<file path="config.mk">
export PLATFORM = sky130hd
export DESIGN_NAME = mem_uart_tx_dumper_flat
export DESIGN_NICKNAME = d
export VERILOG_FILES = /design/src/rtl/mem_uart_tx_dumper_if.sv /design/src/rtl/mem_uart_tx_dumper.sv /design/src/flat_wrapper.sv
export SDC_FILE = /design/constraint.sdc
export NUM_CORES = 1
export LEC_CHECK = 0
export CAP_MARGIN = 20
export CORE_AREA = 2 2 100 102
export DETAILED_ROUTE_END_ITERATION = 10
export DIE_AREA = 0 0 102 104
export PLACE_DENSITY_LB_ADDON = 0.12
export SYNTH_ARGS = -nofsm -noshare
export SYNTH_HDL_FRONTEND = slang
export SYNTH_SLANG_ARGS = --single-unit
</file>
<file path="constraint.sdc">
create_clock -name clk_i -period 6.78 [get_ports clk_i]
set_input_delay 1.356 -clock clk_i [delete_from_list [all_inputs] [get_ports clk_i]]
set_output_delay 1.356 -clock clk_i [all_outputs]
set_load 0.02 [all_outputs]
</file>
<file path="src/rtl/mem_uart_tx_dumper_if.sv">
// Bus bundle for the memory-to-uart result dumper.
// master: the dumper (drives memory address/strobe, uart byte/valid, status).
// slave : the surroundings (control, memory read data, uart done).
interface mem_uart_tx_dumper_if #(
  parameter int ADDR_W = 16
);
  logic              start;
  logic [ADDR_W-1:0] base_addr;
  logic [ADDR_W-1:0] word_count;
  logic [ADDR_W-1:0] mem_addr;
  logic              mem_rd_en;
  logic [31:0]       mem_rdata;
  logic              tx_dv;
  logic [7:0]        tx_byte;
  logic              tx_done;
  logic              busy;
  logic              done;

  modport master (
    input  start, base_addr, word_count, mem_rdata, tx_done,
    output mem_addr, mem_rd_en, tx_dv, tx_byte, busy, done
  );

  modport slave (
    output start, base_addr, word_count, mem_rdata, tx_done,
    input  mem_addr, mem_rd_en, tx_dv, tx_byte, busy, done
  );
endinterface

</file>
<file path="src/rtl/mem_uart_tx_dumper.sv">
// Streams word_count 32-bit words from a 1-cycle-latency memory to a uart_tx,
// LSB first, one byte per tx_done handshake plus GAP_CLKS idle clocks.
// Optional: define DUMP_NEWLINE_TERM_EN to append a single 8'h0A terminator.
module mem_uart_tx_dumper #(
  parameter int          MEM_SIZE = 512,
  parameter int          ADDR_W   = 16,
  parameter logic [15:0] GAP_CLKS = 16'd100
) (
  input  logic                 clk_i,
  input  logic                 rst_i,   // synchronous, active low
  mem_uart_tx_dumper_if.master bus_io
);
  typedef enum logic [2:0] {IDLE, RD, LATCH, SEND, WAIT_TX, GAP, FIN} state_t;

  localparam logic [ADDR_W-1:0] MEM_SZ    = ADDR_W'(MEM_SIZE);
  localparam logic [ADDR_W-1:0] ADDR_LAST = ADDR_W'(MEM_SIZE - 1);
  localparam logic [ADDR_W-1:0] ONE       = ADDR_W'(1);

  state_t            state_q;
  logic [ADDR_W-1:0] addr_q, rem_q, mem_addr_q;
  logic [31:0]       word_q;
  logic [1:0]        byte_idx_q;
  logic [15:0]       gap_q;
  logic              term_q;
  logic              mem_rd_en_q, tx_dv_q, busy_q, done_q;
  logic [7:0]        tx_byte_q;

  logic [ADDR_W-1:0] addr_d, cnt_d, base_d;
  logic              gap_end;

  // Next address (wrapping), clamped count, folded base, and end-of-gap strobe.
  // With GAP_CLKS==0 the gap is skipped: tx_done itself ends the byte.
  always_comb begin
    addr_d  = (addr_q == ADDR_LAST) ? '0 : addr_q + ONE;
    cnt_d   = (bus_io.word_count > MEM_SZ) ? MEM_SZ : bus_io.word_count;
    base_d  = bus_io.base_addr % MEM_SZ;
    gap_end = ((state_q == GAP) && (gap_q == 16'd1)) ||
              ((state_q == WAIT_TX) && bus_io.tx_done && (GAP_CLKS == 16'd0));
  end

  // Dump FSM; every output is registered and set on entry to the state that owns it.
  always_ff @(posedge clk_i) begin
    if (!rst_i) begin
      state_q     <= IDLE;
      addr_q      <= '0;
      rem_q       <= '0;
      mem_addr_q  <= '0;
      word_q      <= '0;
      byte_idx_q  <= '0;
      gap_q       <= '0;
      term_q      <= 1'b0;
      mem_rd_en_q <= 1'b0;
      tx_dv_q     <= 1'b0;
      tx_byte_q   <= '0;
      busy_q      <= 1'b0;
      done_q      <= 1'b0;
    end else if (gap_end) begin
      if (term_q) begin
        term_q  <= 1'b0;
        state_q <= FIN;
      end else if (byte_idx_q != 2'd3) begin
        word_q     <= word_q >> 8;
        byte_idx_q <= byte_idx_q + 2'd1;
        tx_byte_q  <= word_q[15:8];
        tx_dv_q    <= 1'b1;
        state_q    <= SEND;
      end else begin
        rem_q  <= rem_q - ONE;
        addr_q <= addr_d;
        if (rem_q > ONE) begin
          mem_addr_q  <= addr_d;
          mem_rd_en_q <= 1'b1;
          state_q     <= RD;
        end else begin
`ifdef DUMP_NEWLINE_TERM_EN
          term_q    <= 1'b1;
          tx_byte_q <= 8'h0A;
          tx_dv_q   <= 1'b1;
          state_q   <= SEND;
`else
          state_q   <= FIN;
`endif
        end
      end
    end else begin
      case (state_q)
        IDLE: if (bus_io.start) begin
          addr_q <= base_d;
          rem_q  <= cnt_d;
          busy_q <= 1'b1;
          done_q <= 1'b0;
          if (cnt_d == '0) begin
`ifdef DUMP_NEWLINE_TERM_EN
            term_q    <= 1'b1;
            tx_byte_q <= 8'h0A;
            tx_dv_q   <= 1'b1;
            state_q   <= SEND;
`else
            state_q   <= FIN;
`endif
          end else begin
            mem_addr_q  <= base_d;
            mem_rd_en_q <= 1'b1;
            state_q     <= RD;
          end
        end
        RD: begin
          mem_rd_en_q <= 1'b0;
          state_q     <= LATCH;
        end
        LATCH: begin
          word_q     <= bus_io.mem_rdata;
          byte_idx_q <= 2'd0;
          tx_byte_q  <= bus_io.mem_rdata[7:0];
          tx_dv_q    <= 1'b1;
          state_q    <= SEND;
        end
        SEND: begin
          tx_dv_q <= 1'b0;
          state_q <= WAIT_TX;
        end
        WAIT_TX: if (bus_io.tx_done) begin
          gap_q   <= GAP_CLKS;
          state_q <= GAP;
        end
        GAP: gap_q <= gap_q - 16'd1;
        FIN: begin
          busy_q  <= 1'b0;
          done_q  <= 1'b1;
          state_q <= IDLE;
        end
        default: state_q <= IDLE;
      endcase
    end
  end

  assign bus_io.mem_addr  = mem_addr_q;
  assign bus_io.mem_rd_en = mem_rd_en_q;
  assign bus_io.tx_dv     = tx_dv_q;
  assign bus_io.tx_byte   = tx_byte_q;
  assign bus_io.busy      = busy_q;
  assign bus_io.done      = done_q;
endmodule

</file>
<file path="src/flat_wrapper.sv">
// flat-port wrapper written by rule: the top's interface ports become plain ports
module mem_uart_tx_dumper_flat 
#(
  parameter int          MEM_SIZE = 512,
  parameter int          ADDR_W   = 16,
  parameter logic [15:0] GAP_CLKS = 16'd100
)
  (clk_i, rst_i, bus_io_start, bus_io_base_addr, bus_io_word_count, bus_io_mem_rdata, bus_io_tx_done, bus_io_mem_addr, bus_io_mem_rd_en, bus_io_tx_dv, bus_io_tx_byte, bus_io_busy, bus_io_done);
  mem_uart_tx_dumper_if #(.ADDR_W(ADDR_W)) bus_io_i ();
  input  logic clk_i;
  input  logic rst_i;
  input wire logic [$bits(bus_io_i.start)-1:0] bus_io_start;
  input wire logic [$bits(bus_io_i.base_addr)-1:0] bus_io_base_addr;
  input wire logic [$bits(bus_io_i.word_count)-1:0] bus_io_word_count;
  input wire logic [$bits(bus_io_i.mem_rdata)-1:0] bus_io_mem_rdata;
  input wire logic [$bits(bus_io_i.tx_done)-1:0] bus_io_tx_done;
  output wire logic [$bits(bus_io_i.mem_addr)-1:0] bus_io_mem_addr;
  output wire logic [$bits(bus_io_i.mem_rd_en)-1:0] bus_io_mem_rd_en;
  output wire logic [$bits(bus_io_i.tx_dv)-1:0] bus_io_tx_dv;
  output wire logic [$bits(bus_io_i.tx_byte)-1:0] bus_io_tx_byte;
  output wire logic [$bits(bus_io_i.busy)-1:0] bus_io_busy;
  output wire logic [$bits(bus_io_i.done)-1:0] bus_io_done;
  assign bus_io_i.start = bus_io_start;
  assign bus_io_i.base_addr = bus_io_base_addr;
  assign bus_io_i.word_count = bus_io_word_count;
  assign bus_io_i.mem_rdata = bus_io_mem_rdata;
  assign bus_io_i.tx_done = bus_io_tx_done;
  assign bus_io_mem_addr = bus_io_i.mem_addr;
  assign bus_io_mem_rd_en = bus_io_i.mem_rd_en;
  assign bus_io_tx_dv = bus_io_i.tx_dv;
  assign bus_io_tx_byte = bus_io_i.tx_byte;
  assign bus_io_busy = bus_io_i.busy;
  assign bus_io_done = bus_io_i.done;
  mem_uart_tx_dumper #(.MEM_SIZE(MEM_SIZE), .ADDR_W(ADDR_W), .GAP_CLKS(GAP_CLKS)) u_core (.clk_i(clk_i), .rst_i(rst_i), .bus_io(bus_io_i));
endmodule
</file>
==> results.sh <==
export IMPL_num_nets_final=785
export IMPL_worstPathRequired_ps=7060
export IMPL_synth_edf_count=0
export IMPL_synth_compound_area_share_pct=22.6
export IMPL_crit_top_cell="nand2_1"
export IMPL_skew_ps=18.7
export IMPL_firstDrtPassIters=5
export IMPL_ioPinCount=96
export IMPL_ant_nets=0
export IMPL_maxCapViolations=0
export IMPL_startpoint_type="input port"
export IMPL_reg2reg_setup_slack_ps=3110
export IMPL_dp_hpwl_um=9420
export IMPL_synth_simple_area_share_pct=24.7
export IMPL_synth_nets=730
export IMPL_synth_cells=656
export IMPL_antennaDiodeCount=0
export IMPL_wl_um=13700
export IMPL_antenna_found_initial=0
export IMPL_worstSkewPairLatency_ps=380
export IMPL_fmax_ghz=0.271
export IMPL_p_leak_nw=2.22
export IMPL_synthTopCellsByCount="105 x dfxtp_1, 93 x nand2_1, 81 x nor2_1"
export IMPL_synth_area_um2=5330
export IMPL_slowest_stage="nand2_1"
export IMPL_overflow=0
export IMPL_fin_setup_tns_ps=0
export IMPL_htreeDepth=3
export IMPL_synth_area_leaders="dfxtp_1 39%, nand2_1 6.6%, nor2_1 5.7%"
export IMPL_outcome="finished, final reports clean"
export IMPL_drcViolationCount=0
export IMPL_cts_sinks=105
export IMPL_crit_chain="clkdlybuf4s50_1 -> nand3_1 -> nand2_1 -> nand2_1 -> o41ai_1"
export IMPL_critPathArrivalTime_ps=3960
export IMPL_drt_initial_drc_count=405
export IMPL_setup_viol=0
export IMPL_post_drt_wl_per_cell_um=16.1
export IMPL_rsz0062_at_grt="false"
export IMPL_postCtsSetupBuffers=0
export IMPL_drt_vias_per_instance=5.98
export IMPL_gp_congestion=0.900
export IMPL_yosysWarnings=0
export IMPL_cts_buffer_depth=2
export IMPL_synth_top_family_by_area="simple AND/OR/NAND/NOR gates"
export IMPL_synth_top_area_share_pct=39.5
export IMPL_grtUsageTotal_pct=25.6
export IMPL_grt_pass1_wl_um=22100
export IMPL_ys_async_sr_fraction_pct=0
export IMPL_drv_slew=0
export IMPL_fill_cells=844
export IMPL_cts_tree="yes"
export IMPL_portBuffers=88
export IMPL_initial_core_util_pct=55.8
export IMPL_synth_ff_type="dfxtp_1"
export IMPL_hold_class="reg2reg"
export IMPL_syn_to_final_growth_pct=19.8
export IMPL_grt_max_degree=51
export IMPL_crit_fanout=22
export IMPL_drive_above_1_share_pct=7.68
export IMPL_ctsResizeCount=0
export IMPL_fp_row_count=36
export IMPL_synth_most_common_cell="dfxtp_1"
export IMPL_worst_pin_slew_ps=1150
export IMPL_hold_buffers=0
export IMPL_die_x_um=102
export IMPL_synth_cell_types=62
export IMPL_power_density_nw_per_um2=214
export IMPL_avgSynthCellArea_um2=8.12
export IMPL_muxShareOfSynthArea_pct=1.03
export IMPL_synthXorXnorAreaFrac_pct=5.26
export IMPL_total_power_w=0.00137
export IMPL_cts_buffers=9
export IMPL_yosysSeqAreaShare_pct=39.5
export IMPL_dieArea_um2=10600
export IMPL_grt_pass1_vias=4667
export IMPL_ys_ff_latch=105
export IMPL_synth_fa_ha_area_share_pct=1.41
export IMPL_final_core_util_pct=66.8
export IMPL_yosysTopAreaCell="dfxtp_1"
export IMPL_min_period_ps=3690
export IMPL_post_route_period_util_pct=54.4
export IMPL_crit_type="in2reg"
export IMPL_path_clk_slew_ps=110
export IMPL_slowest_delay_ps=850
export IMPL_maxSlewHeadroom_pct=23.1
export IMPL_cp_end_kind="flop"
export IMPL_peakVddDrop_uv=143
export IMPL_hold_violations=0
export IMPL_fp_dieH_um=104
export IMPL_root_buffer="clkbuf_8"
export IMPL_core_area_um2=9550
export IMPL_vias=5076
## cell type report
| cell class | count | area, um2 | area share (%) |
|---|---|---|---|
| Sequential cell | 105 | 2100 | 32.9 |
| Timing Repair Buffer | 96 | 941 | 14.7 |
| Inverter | 11 | 41.3 | 0.647 |
| Multi-Input combinational cell | 488 | 2940 | 46.0 |
| Clock buffer | 10 | 128 | 2.00 |
| Clock inverter | 6 | 67.6 | 1.06 |
| Tap cell | 133 | 166 | 2.61 |
## flip-flops by register name, summed over array words and instances (netlist names)
signal / cells
u_core.addr_q: 16
u_core.bus_io.busy: 1
u_core.bus_io.done: 1
u_core.bus_io.mem_addr: 16
u_core.bus_io.mem_rd_en: 1
u_core.bus_io.tx_dv: 1
u_core.byte_idx_q: 2
u_core.gap_q: 16
u_core.rem_q: 16
u_core.state_q: 3
u_core.word_q: 32
## stage by stage
step / hold WS (ps) / cells / setup slack [ps] / cell area (um2)
2_1_floorplan: 436 / 656 / 3960 / 5330
3_3_place_gp: 442 / 833 / 2900 / 6190
3_5_place_dp: 453 / 833 / 2770 / 6190
4_1_cts: 473 / 849 / 3140 / 6380
5_1_grt: 495 / 849 / 2920 / 6380
6_report: 467 / 849 / 3090 / 6380
## cell usage in the layout, fill, tap and decap left out, drive strengths merged, types with 8 or more instances in the layout
master         count
nor2              81
or3                8
nand2             93
a211oi             9
nand3             28
nor3              22
clkbuf            10
clkdlybuf4s50     88
a22oi              9
nand4             12
o21ai             31
xnor2             19
xor2              13
inv               12
a311oi            26
a21oi             38
nor4              10
buf                8
dfxtp            105
## metal layers
| layer | vias to the layer above | share of wire [%] | track usage (%) |
|---|---|---|---|
| met3 | 13 | 5.7 | 4.70 |
| met2 | 172 | 49 | 41.8 |
| li1 | 2489 | - | - |
| met4 | 0 | 1.2 | 7.90 |
| met5 | - | 0 | 0 |
| met1 | 2402 | 44 | 34.2 |
## worst max-delay path: cells and delay by family
kind | cells | cell delay [ps]
AND/OR/NAND/NOR | 3 | 1600
buffers and inverters | 1 | 570
AO/OA/AOI/OAI | 1 | 420
## power breakdown
part	switching [W]	internal, W	total (W)
Sequential	0.0000350	0.000656	0.000691
Combinational	0.000154	0.000128	0.000283
Clock	0.000222	0.000172	0.000394
Total	0.000411	0.000957	0.00137
## cells by family (layout without fill, tap and decap cells)
kind of cell | after synthesis | in the layout
AO/OA/AOI/OAI | 163 | 163
flip-flops | 105 | 105
adder cells (fa/ha/maj) | 6 | 6
AND/OR/NAND/NOR | 282 | 282
XOR/XNOR | 32 | 32
multiplexers | 5 | 5
buffers and inverters | 63 | 123
## path summary, 6_finish.rpt
path                              start                          to  depth (start not counted)
max                        bus_io_start           u_core.addr_q[12]                          5
min          u_core.bus_io.mem_addr[15]  u_core.bus_io.mem_addr[15]                          2
max reg2reg             u_core.gap_q[6]           u_core.word_q[14]                          8
min reg2reg  u_core.bus_io.mem_addr[15]  u_core.bus_io.mem_addr[15]                          2
(Power assumes the default switching activity.)
